--- config.mk ---
export PLATFORM = sky130hd
export DESIGN_NAME = spi_master
export DESIGN_NICKNAME = d
export VERILOG_FILES = /design/src/rtl/spi_pkg.sv /design/src/rtl/spi_clkgen.sv /design/src/rtl/spi_master.sv
export SDC_FILE = /design/constraint.sdc
export NUM_CORES = 1
export LEC_CHECK = 0
export ABC_AREA = 1
export CORE_ASPECT_RATIO = 1.1
export CORE_MARGIN = 2
export CORE_UTILIZATION = 30
export CTS_CLUSTER_SIZE = 28
export DETAILED_ROUTE_END_ITERATION = 6
export GPL_ROUTABILITY_DRIVEN = 0
export SYNTH_ARGS = -nofsm -noshare
export SYNTH_HDL_FRONTEND = slang
export SYNTH_SLANG_ARGS = --single-unit
--- constraint.sdc ---
create_clock -name clk -period 2.6 [get_ports clk]
set_input_delay 0.26 -clock clk [delete_from_list [all_inputs] [get_ports clk]]
set_output_delay 0.26 -clock clk [all_outputs]
set_load 0.005 [all_outputs]
--- src/rtl/spi_pkg.sv ---
`default_nettype none
// +--------------------------------------------------------------------+
// | Module      : spi_pkg                                              |
// | Description : Shared types and constants for the SPI master: FSM   |
// |               state type and encodings, byte width, default clock  |
// |               divider and the half-period counter width.           |
// | Revision    : 1.0 - initial release                                |
// +--------------------------------------------------------------------+
package spi_pkg;

   // Bits per SPI transfer.
   localparam int BYTE_W          = 8;

   // Default clk cycles per SCK half-period.
   localparam int CLK_DIV_DEFAULT = 4;

   // Width of the half-period and idle counters; fits any divider up to 255.
   localparam int CNT_W           = 8;

   // FSM state type with explicit, stable encodings.
   typedef logic [2:0] state_t;

   localparam state_t ST_IDLE    = 3'd0;
   localparam state_t ST_SETUP   = 3'd1;
   localparam state_t ST_SHIFT   = 3'd2;
   localparam state_t ST_HOLD    = 3'd3;
   localparam state_t ST_RELEASE = 3'd4;

   // Where the FSM goes once a byte has fully shifted out.
   function automatic state_t after_byte(input logic last);
      return last ? ST_RELEASE : ST_HOLD;
   endfunction

endpackage : spi_pkg
`default_nettype wire

--- src/rtl/spi_clkgen.sv ---
`default_nettype none
// +--------------------------------------------------------------------+
// | Module      : spi_clkgen                                           |
// | Description : SCK half-period timer. A down-counter runs from      |
// |               CLK_DIV-1 to 0 and reloads; tick strobes on the      |
// |               terminal count. While hold is high the counter is    |
// |               parked at CLK_DIV-1 so a new phase starts full.      |
// | Revision    : 1.0 - initial release                                |
// +--------------------------------------------------------------------+
module spi_clkgen
   import spi_pkg::*;
#(
   parameter int CLK_DIV = CLK_DIV_DEFAULT
) (
   input  logic clk,
   input  logic rst_n,
   input  logic hold,
   output logic tick
);

   localparam logic [CNT_W-1:0] RELOAD = CNT_W'(CLK_DIV - 1);

   logic [CNT_W-1:0] count;

   // Half-period down-counter: parked while held, reloads on terminal count.
   always_ff @(posedge clk or negedge rst_n) begin
      if (!rst_n) begin
         count <= '0;
      end else if (hold) begin
         count <= RELOAD;
      end else if (count == '0) begin
         count <= RELOAD;
      end else begin
         count <= count - 1'b1;
      end
   end

   // The tick is suppressed while held so a parked counter never fires.
   assign tick = !hold && (count == '0);

endmodule : spi_clkgen
`default_nettype wire

--- src/rtl/spi_master.sv ---
`default_nettype none
// +--------------------------------------------------------------------+
// | Module      : spi_master                                           |
// | Description : Single-byte SPI mode-0 master with chip-select       |
// |               chaining. Bytes are requested with a valid/ready     |
// |               handshake; tx_last decides whether SSEL is released  |
// |               after the byte or held low for a following byte.     |
// | Revision    : 1.0 - initial release                                |
// +--------------------------------------------------------------------+
module spi_master
   import spi_pkg::*;
#(
   parameter int CLK_DIV = CLK_DIV_DEFAULT
) (
   input  logic              clk,
   input  logic              rst_n,
   input  logic [BYTE_W-1:0] tx_data,
   input  logic              tx_last,
   input  logic              tx_valid,
   output logic              tx_ready,
   output logic [BYTE_W-1:0] rx_data,
   output logic              rx_valid,
   output logic              SCK,
   output logic              MOSI,
   input  logic              MISO,
   output logic              SSEL
);

   // Last idle-counter value before tx_ready may rise.
   localparam logic [CNT_W-1:0] IDLE_LAST = CNT_W'(CLK_DIV - 1);
   localparam logic [2:0]       LAST_FALL = 3'(BYTE_W - 1);

   state_t            state;
   logic              tick;
   logic              hold;
   logic              accept;
   logic              rise_evt;
   logic              fall_evt;
   logic              last_fall;
   logic              last_byte;
   logic [2:0]        fall_cnt;
   logic [BYTE_W-2:0] tx_sh;
   logic [BYTE_W-1:0] rx_sh;
   logic [CNT_W-1:0]  idle_cnt;

   // The half-period timer only runs while a byte is being framed or shifted.
   assign hold = (state == ST_IDLE) || (state == ST_HOLD);

   spi_clkgen #(
      .CLK_DIV (CLK_DIV)
   ) u_clkgen (
      .clk   (clk),
      .rst_n (rst_n),
      .hold  (hold),
      .tick  (tick)
   );

   // tx_ready is only ever high in IDLE or HOLD, so this is the full accept test.
   assign accept    = tx_valid && tx_ready;

   // The SETUP terminal count is the first SCK rise; later ones alternate in SHIFT.
   assign rise_evt  = tick && ((state == ST_SETUP) || ((state == ST_SHIFT) && !SCK));
   assign fall_evt  = tick && (state == ST_SHIFT) && SCK;
   assign last_fall = fall_evt && (fall_cnt == LAST_FALL);

   // Control FSM: state sequencing, chip select, handshake and IDLE guard time.
   always_ff @(posedge clk or negedge rst_n) begin
      if (!rst_n) begin
         state     <= ST_IDLE;
         SSEL      <= 1'b1;
         tx_ready  <= 1'b0;
         idle_cnt  <= '0;
         last_byte <= 1'b0;
      end else begin
         case (state)
            ST_IDLE: begin
               if (accept) begin
                  state     <= ST_SETUP;
                  SSEL      <= 1'b0;
                  tx_ready  <= 1'b0;
                  last_byte <= tx_last;
               end else if (!tx_ready) begin
                  // Guarantee SSEL stays high for a full half-period.
                  if (idle_cnt == IDLE_LAST) begin
                     tx_ready <= 1'b1;
                  end else begin
                     idle_cnt <= idle_cnt + 1'b1;
                  end
               end
            end
            ST_HOLD: begin
               // Chained byte: SSEL is never touched on this path.
               if (accept) begin
                  state     <= ST_SETUP;
                  tx_ready  <= 1'b0;
                  last_byte <= tx_last;
               end
            end
            ST_SETUP: begin
               if (tick) begin
                  state <= ST_SHIFT;
               end
            end
            ST_SHIFT: begin
               if (last_fall) begin
                  state    <= after_byte(last_byte);
                  tx_ready <= !last_byte;
               end
            end
            ST_RELEASE: begin
               if (tick) begin
                  state    <= ST_IDLE;
                  SSEL     <= 1'b1;
                  idle_cnt <= '0;
               end
            end
            default: begin
               state    <= ST_IDLE;
               SSEL     <= 1'b1;
               tx_ready <= 1'b0;
               idle_cnt <= '0;
            end
         endcase
      end
   end

   // SCK generator: mode 0, idles low, toggles only on timer events.
   always_ff @(posedge clk or negedge rst_n) begin
      if (!rst_n) begin
         SCK <= 1'b0;
      end else if (rise_evt) begin
         SCK <= 1'b1;
      end else if (fall_evt) begin
         SCK <= 1'b0;
      end
   end

   // Transmit path: MSB presented on accept, next bit on falls 1..7, else held.
   always_ff @(posedge clk or negedge rst_n) begin
      if (!rst_n) begin
         MOSI  <= 1'b0;
         tx_sh <= '0;
      end else if (accept) begin
         MOSI  <= tx_data[BYTE_W-1];
         tx_sh <= tx_data[BYTE_W-2:0];
      end else if (fall_evt && !last_fall) begin
         MOSI  <= tx_sh[BYTE_W-2];
         tx_sh <= {tx_sh[BYTE_W-3:0], 1'b0};
      end
   end

   // Receive path: sample MISO on each rise, publish the byte on the 8th fall.
   always_ff @(posedge clk or negedge rst_n) begin
      if (!rst_n) begin
         rx_sh    <= '0;
         rx_data  <= '0;
         rx_valid <= 1'b0;
         fall_cnt <= '0;
      end else begin
         rx_valid <= 1'b0;
         if (accept) begin
            fall_cnt <= '0;
         end
         if (rise_evt) begin
            rx_sh <= {rx_sh[BYTE_W-2:0], MISO};
         end
         if (fall_evt) begin
            fall_cnt <= fall_cnt + 3'd1;
            if (last_fall) begin
               rx_data  <= rx_sh;
               rx_valid <= 1'b1;
            end
         end
      end
   end

endmodule : spi_master
`default_nettype wire

Word-level counts from Yosys, hierarchy flattened
Index checks and enable logic that the tools add are counted.
{"block": "word_totals", "ff_bits": 51, "wordCells": 92}
{"block": "op_classes", "addsub": 3, "n_eq_ne": 15, "muxes": 31, "n_bitwise": 2, "reduce_logical": 28}
{"operator": "$mux 8", "count": 6}
{"operator": "$pmux 8 s3", "count": 1}
{"operator": "$mux 3", "count": 7}
{"operator": "$ne 2x2->1 const B", "count": 8}
{"operator": "$mux 7", "count": 2}
{"operator": "$mux 1", "count": 12}
{"operator": "$pmux 3 s4", "count": 1}
{"operator": "$add 8x1->8 const B", "count": 1}
{"operator": "$eq 8x2->1 const B", "count": 1}
{"operator": "$logic_and 1x1->1", "count": 8}
{"operator": "$logic_not 8->1", "count": 1}
{"operator": "$sub 8x1->8 const B", "count": 1}
{"operator": "$eq 3x2->1 const B", "count": 2}
{"operator": "$eq 3x3->1 const B", "count": 2}
{"operator": "$reduce_and 3->1", "count": 2}
{"operator": "$reduce_bool 2->1", "count": 3}
{"operator": "$reduce_and 5->1", "count": 1}
{"operator": "$logic_not 1->1", "count": 4}
{"operator": "$pmux 1 s4", "count": 1}
{"operator": "$reduce_and 2->1", "count": 2}
{"operator": "$reduce_and 4->1", "count": 1}
{"operator": "$reduce_or 2->1", "count": 2}
{"operator": "$add 3x1->3 const B", "count": 1}
{"operator": "$eq 3x1->1 const B", "count": 1}
{"operator": "6 further kinds", "count": 8}

Longest topological paths before layout
Gate-level depths: netlist (run 1).
{"block": "depth", "ltp_word": 11, "ltp_mapped": 10, "depth_no_buf": 9}

Hierarchy
From an unflattened synthesis (run 1), not the netlist that was laid out.
{"block": "unflattened", "cells_unflattened": 324, "hier_area_um2": 2585.0}
{"module": "spi_master", "n_inst": 1, "cells_each": 268, "area_per_inst_um2": 2158.3, "seq_area_each_um2": 1077.3}
{"module": "spi_clkgen", "n_inst": 1, "cells_each": 56, "area_per_inst_um2": 426.7, "seq_area_each_um2": 200.2}

Least setup slack after synthesis (run 1)
No wires, ideal clock.
{"block": "synth_timing", "kind": "register to register", "from": "register u_clkgen.count[0]", "to": "register idle_cnt[4]", "arrival_time_ns": 1.373, "t_required_ns": 2.482, "slack_ns": 1.110, "path_stages_with_launch": 11, "path_buffers": 1, "period_less_slack_ns": 1.490, "path_cell_list": "dfrtp_1 > inv_1 > ha_1 > nand2_1 > nor2_8 > nor2_4 > nor2_4 > nand2_4 > buf_6 > nand2_2 > o21ai_2"}
{"block": "synth_between", "elab_chain_len": 4}
{"element": "start: declaration", "line": "spi_clkgen.sv:23", "rtl": "logic [CNT_W-1:0] count;"}
{"element": "start signal: assignment", "line": "spi_clkgen.sv:34", "rtl": "count <= count - 1'b1;"}
{"element": "$logic_not 8->1", "line": "spi_clkgen.sv:39", "rtl": "assign tick = !hold && (count == '0);"}
{"element": "$logic_and 1x1->1", "line": "spi_clkgen.sv:39"}
{"element": "$ne 2x2->1 (no source line)"}
{"element": "$reduce_and 5->1 (no source line)"}
{"element": "end signal: assignment", "line": "spi_master.sv:87", "rtl": "idle_cnt <= idle_cnt + 1'b1;"}
{"element": "end: declaration", "line": "spi_master.sv:44", "rtl": "logic [CNT_W-1:0] idle_cnt;"}
Every way passes these cells.
A chain may end at the register's enable or synchronous reset.

Worst setup path in the final report (run 1)
{"block": "layout_timing", "from": "register tx_ready", "to": "register state[0]"}
{"block": "layout_between", "elab_chain_len": 3}
{"element": "start: declaration", "line": "spi_master.sv:20", "rtl": "output logic tx_ready,"}
{"element": "start signal: assignment", "line": "spi_master.sv:107", "rtl": "tx_ready <= !last_byte;"}
{"element": "$logic_and 1x1->1", "line": "spi_master.sv:59", "rtl": "assign accept = tx_valid && tx_ready;"}
{"element": "$ne 2x1->1 (no source line)"}
{"element": "$reduce_and 4->1 (no source line)"}
{"element": "end signal: assignment", "line": "spi_master.sv:106", "rtl": "state <= after_byte(last_byte);"}
{"element": "end: declaration", "line": "spi_master.sv:33", "rtl": "state_t state;"}
Every way passes these cells.

==> results summary, run 1 <==
The run finished with clean final reports. The reported net switching power is 1.26 mW. At the pin with the least slew margin, the transition time is 479 ps. In this run, CTS created clock tree buffers numbering 5. The floorplan step set the die height to 102 um.

The total negative slack for setup checks is 0 ps. The number of remaining DRC errors is 0. The initial utilization of the core area, before any placement, comes to 0.309. The worst endpoint data arrival time came out at 2030 ps. The post-route clock period utilization came out at 0.701. The most heavily used metal layer in global routing is met2. By count the netlist is led by 109 x nand2_1, 50 x dfrtp_1, 25 x inv_1, 25 x nand3_1, 24 x nor2_1. By startpoint and endpoint, the worst setup path is classified as flip-flop to flip-flop. Final hold analysis gives a worst-case slack of 367 ps. The share of the core filled with cells came out at 0.367. The required arrival time at the worst endpoint is 2810 ps.

The peak clock frequency supported by timing is 549 MHz. The wire length per cell after detailed routing came out at 10.8 um. The standard cell core area came out at 8410 sq um. The placement row count came out at 35.

The per-cell via count in the routed design is 4.43. The final clock skew came out at 9.62 ps. Power spread over the standard cell area amounts to 973 nW/um^2. The clock latency on the worst-skew pair came out at 310 ps. The number of antenna repair diodes is 0. Counting flops and latches in the post-synthesis netlist gives 51. After synthesis, the mean cell area works out to 8.46 sq um. The internal portion of total power came out at 1.74 mW. The number of setup violations in the final report is 0. The sequential fraction of design power came out at 0.395. The cell with the most instances on the worst path is nand2_1. The total leakage power is 1.50 nW. Among cell families on the critical path, the largest total delay comes from simple AND/OR/NAND/NOR gates.

Synthesis produced 307 cells. In this run the worst hold path is classified as input port to async pin. The area of all placed cells without fillers is 3090 sq um. The all-layer global routing usage is 0.111.

The total nets after synthesis is 325. The final hold violation count is 0. The total number of vias came out at 1,991. Across the run, the number of max-cap violations was 0. By area the synthesized netlist is led by dfrtp_1 48%, nand2_1 16%, o21ai_2 6.1%. The number of enable flip-flop cells after synthesis came out at 0. The relative contribution of the clock network to total power is 0.191. The total buffers and inverters traversed by the critical path came out at 1.

Counting flops with an async set or reset pin after synthesis yields a share of 1.00. The DRC marker count from the first detailed-route iteration is 92. After clock tree synthesis, the clock-pin slew on the worst setup and hold paths is 100 ps.

The total overflow left after global routing is 0. The total length of routed wires is 4.84 mm. The element type at the critical path end is a flip-flop. The share of synthesized area in the top cell type comes to 0.481. The global-route met1 utilization is 0.143.

The count of input and output buffers came out at 25. The count of antenna-violating nets left after detailed routing came out at 0. Summed over all instances, the cell type with the most area after synthesis is dfrtp_1. The most used flip-flop cell after synthesis is dfrtp_1. The pin count of the biggest net entering global routing came out at 22.

For this run, the detailed router's first-pass iteration total came to 4. The worst-case clock buffer depth is 2. STA classifies the critical path startpoint as a flip-flop. For met3 alone, demand over resource in global routing was 0.0216. The highest-delay cell along the critical path is dfrtp_1.

The worst-case vdd ir drop came out at 0.477 mV. The total placed instance area is 2960 sq um. The global-route wire length before repair is 8.49 mm.

The H-tree depth reported by CTS is 2. The largest single stage delay on the critical path is 430 ps. The via count of the first global-routing pass came out at 1,895. Walking the worst path, the cells encountered are nand2_1 -> inv_1 -> nor2_1 -> nor2_1 -> nand2_1 -> nand2_1 -> nand2_1. TritonCTS built the clock tree. The met2 track demand over resource is 0.184. The post-DP HPWL came out at 3.47 mm.

The fraction of power spent switching nets came out at 0.420. The synthesis-to-finish area growth is 18.7%. The count of instances resized after the clock tree is built is 0. Setup repair after global routing left no endpoint under its margin.

Among all cell types in the netlist, the one instantiated most often is nand2_1. The area of the die came out at 9420 sq um. The number of top-level design ports is 26.

The net count reported at finish came out at 355. The netlist area before placement is 2600 sq um. In the final layout, the share of cells above drive strength 1 is 0.157. The unique cell type count in the Yosys netlist came out at 31. During synthesis, Yosys emitted a total of 0 warnings. The number of antenna violations at the first check in global routing was 0. The root buffer cell chosen for the clock tree is clkbuf_8.

The total count of max-transition violations in the final report was 0. The die span in x is 92.7 um. Along the worst path, the maximum fanout reaches 13. The share of total power dissipated in combinational logic is 0.414. After layout, the minimum clock period comes to 1820 ps. The sequential area share after synthesis came out at 0.492. The clock sink count is 51. The relative slew slack came out at 0.680.
[worst paths after layout]
path,from,to,slack [ps],cells after the start
max,tx_ready,state[0],780,7
min,rst_n,rx_data[5],370,2
max reg2reg,tx_ready,state[0],780,7
min reg2reg,u_clkgen.count[0],u_clkgen.count[0],470,1
max in group asynchronous,rst_n,SSEL,1570,3
min in group clk,u_clkgen.count[0],u_clkgen.count[0],470,1
[layer usage]
layer	wire [um]	vias to the layer above
met5	0	-
met4	98	0
met3	118	6
met2	2240	26
met1	2390	927
li1	-	1032
[repair_timing]
item	CTS	global route
hold buffers	1	0
hold endpoints to repair	13	0
setup endpoints to repair	0	0
setup buffers	0	0
[area by class of cell]
class	instances	area (sq um)
inverters	27	101
well taps	111	139
clock buffers	5	68.8
repair buffers	28	270
multi-input cells	224	1180
flip-flops and latches	51	1280
fillers	898	5320
clock inverters	3	47.5
[per-stage QoR]
| step | instances | power, mW | worst slack (ps) |
|---|---|---|---|
| after global routing | 449 | 3.28 | 531 |
| after detailed placement | 440 | 2.45 | 532 |
| after floorplan | 307 | 2.17 | 1110 |
| final | 449 | 3.00 | 778 |
| after global placement | 440 | 2.42 | 590 |
| after CTS | 449 | 3.04 | 785 |
[layout by cell type (no fill, tap or decap), types with 4 or more instances in the layout]
cell / n
clkbuf_8: 5
clkdlybuf4s50_1: 24
dfrtp_1: 50
ha_1: 5
inv_1: 25
nand2_1: 109
nand2_2: 4
nand3_1: 25
nor2_1: 24
o21ai_1: 6
o21ai_2: 18
or2_2: 4
[power by group through the flow]
| stage | Sequential (mW) | Clock, mW | Combinational, mW |
|---|---|---|---|
| floorplan | 1.17 | 0 | 1.00 |
| global placement | 1.20 | 0 | 1.23 |
| detailed placement | 1.20 | 0 | 1.25 |
| CTS | 1.19 | 0.599 | 1.26 |
| global route | 1.22 | 0.627 | 1.44 |
| finish | 1.19 | 0.573 | 1.24 |
[logic make-up after synthesis]
group | after synthesis | share of synthesized area
simple gates | 184 | 0.328
buf+inv | 32 | 0.0539
xor+xnor | 5 | 0.0169
flops | 51 | 0.492
fa+ha+maj | 5 | 0.0241
compound gates | 30 | 0.0852
[registers in the layout, indices dropped and copies added (netlist names)]
signal          cells
tx_ready            1
MOSI                1
rx_valid            1
state               3
u_clkgen.count      8
SSEL                1
rx_data             8
rx_sh               8
last_byte           1
fall_cnt            3
idle_cnt            8
SCK                 1
tx_sh               7
Note: power is estimated with default switching activity, not from simulation.
==> run 2, diff against run 1 <==
- clock period: 2.6 -> 1.9 ns (I/O delays scaled with it)
==> results summary, run 2 (synthesis gave the netlist of run 1 again) <==
The analysis attributes to net switching a power of 1.69 mW. In this run the count of I/O pins placed on the die edge is 26. The share of total power in combinational logic came out at 0.426. The worst setup path is captured at a flip-flop. The ratio of cells with drive above 1 in the final layout came out at 0.164. The first global-routing pass estimated 8.59 mm of wire. The non-filler instance count after layout is 452. The final critical-path setup slack is 243 ps. The library cell used as clock root buffer is clkbuf_8. The highest-delay cell along the critical path is dfrtp_1. For the worst-skew pair, the clock arrives at the later sink with an insertion delay of 300 ps.

The total negative slack for setup checks is 0 ps. The power per cell area came out at 1290 nW/um^2. The number of remaining DRC errors came out at 0. The critical-path maximum fanout is 8.

The standard cell core area is 8410 sq um. The peak clock frequency supported by timing is 603 MHz. The sequential fraction of design power is 0.408. The area of the die is 9420 sq um. Dividing the detail-routed wire length by the instance count gives 10.5 um. The filler cell count came out at 881. The number of setup violations in the final report is 0. At the end of the flow, the number of nets in the layout was 358. The transition time at the pin with the least slew margin came out at 349 ps. The all-layer global routing usage came out at 0.112.

The relative slew slack came out at 0.768. The initial utilization of the core area, before any placement, comes to 0.309. Data on the critical path is required at its endpoint by 2100 ps. The relative contribution of the clock network to total power came out at 0.166. The top cell types in the final layout, fill and taps aside, are 109 x nand2_1, 50 x dfrtp_1, 25 x inv_1, 25 x nand3_1.

The worst setup path is launched from a flip-flop. The longest clock path from root to sink contains 2 buffers. The share of the core filled with cells came out at 0.367. The worst endpoint data arrival time is 1860 ps. For this run, the slowest stage of the critical path takes 410 ps. The fraction of power spent switching nets is 0.424.

The CTS buffer count came out at 5. After detailed placement, the design holds a cell count of 443. In this run the vertical extent of the chip is 102 um.

The library cell used most frequently in the layout, excluding fill and tap cells, is nand2_1. The total count of max-transition violations in the final report is 0. The number of iterations in the first detailed-routing pass is 4. The total of hold buffers inserted after clock tree synthesis came out at 1. The run finished with clean final reports.

The tree built by TritonCTS fans out to 51 sinks. For this block, the initial DRC count from the detailed router was 85. The most numerous cell type found on the critical path is nand2_1. The number of antenna repair diodes is 0. The reported max-cap violation count is 0. The detail route stage leaves a number of antenna-violating nets equal to 0. The final hold violation count was 0. After clock tree synthesis, the repair step resized 0 gates. The total buffers and inverters traversed by the critical path is 1. From synthesis to final layout, the design area changed by 18.8%. The signal on the critical path passes through inv_1 -> ha_1 -> nand2_1 -> nor2_8 -> nand3_2 -> nand2_4 -> nand2_4 -> nand2_1 -> nand2_1. The family with the most delay on the worst path is simple AND/OR/NAND/NOR gates. For this block, the routed nets add up to 4.77 mm of wire. After clock tree synthesis, the setup repair step added 0 buffers.

The per-cell via count in the routed design came out at 4.44. The minimum clock period came out at 1660 ps. The clock tree from TritonCTS is built. The internal portion of the total power is 2.29 mW. Setup repair after global routing left no endpoint under its margin. The total grt overflow came out at 0. The total number of vias is 2,006.

The clock tree synthesis step divided the H-tree into 2 levels. In the finished design, the share of the clock period the worst path needs comes to 0.872. The worst setup path is of the flip-flop to flip-flop kind. The die is 92.7 um wide.

The min-delay analysis places its worst path in the category input port to async pin. The post-placement setup slack is 246 ps. The total power came out at 3.98 mW. After clock tree synthesis, the clock-pin slew on the worst setup and hold paths is 100 ps.

For the final database, setup skew stands at 15.0 ps. The placement row count came out at 35. Once detailed placement completed, the half-perimeter wirelength came to 3.51 mm.

The count of buffers added on input and output ports is 25. The number of antenna violations at the first check in global routing came out at 0. The via count of the first global-routing pass is 1,936. The worst-case vdd ir drop is 0.710 mV. The total leakage power came out at 1.50 nW.

The pin count of the biggest net entering global routing is 28.
## run 2: through the flow
stage | instance area [sq um] | hold slack [ps]
2_1_floorplan | 2600 | -106
3_3_place_gp | 2980 | 204
3_5_place_dp | 2980 | 214
4_1_cts | 3090 | 404
5_1_grt | 3090 | 440
6_report | 3090 | 399
## run 2: power groups by stage
stage	sequential [mW]	clock [mW]	combinational (mW)
4_1_cts	1.63	0.692	1.72
2_1_floorplan	1.60	0	1.37
3_3_place_gp	1.64	0	1.69
3_5_place_dp	1.65	0	1.72
6_report	1.62	0.661	1.70
5_1_grt	1.67	0.742	1.94
## run 2: worst paths after layout
check	cells past startpoint	to	slack [ps]	from
min reg2reg	2	tx_sh[2]	480	tx_sh[2]
max in group asynchronous	3	SSEL	1160	rst_n
min	3	rx_data[5]	400	rst_n
max reg2reg	9	tx_sh[4]	240	u_clkgen.count[0]
max	9	tx_sh[4]	240	u_clkgen.count[0]
min in group clk	3	tx_sh[0]	410	tx_data[0]
## run 2: worst register-to-register path, stage by stage (launching register included)
cell	delay, ps
dfrtp_1	410
inv_1	90
ha_1	140
nand2_1	120
nor2_8	230
nand3_2	180
nand2_4	160
nand2_4	90
nand2_1	80
nand2_1	50
## run 2: per-layer routing
metal	up-vias	GRT usage	wire length, um
li1	1033	-	-
met1	936	0.152	2270
met2	32	0.180	2260
met3	5	0.0193	163
met4	0	0.0430	64
met5	-	0	0
## run 2: cell type report
type	count	area (sq um)	area share
Clock buffer	6	82.6	0.0267
Clock inverter	2	13.8	0.00446
Inverter	27	101	0.0328
Multi-Input combinational cell	224	1180	0.382
Sequential cell	51	1280	0.414
Tap cell	111	139	0.0450
Timing Repair Buffer	31	293	0.0948
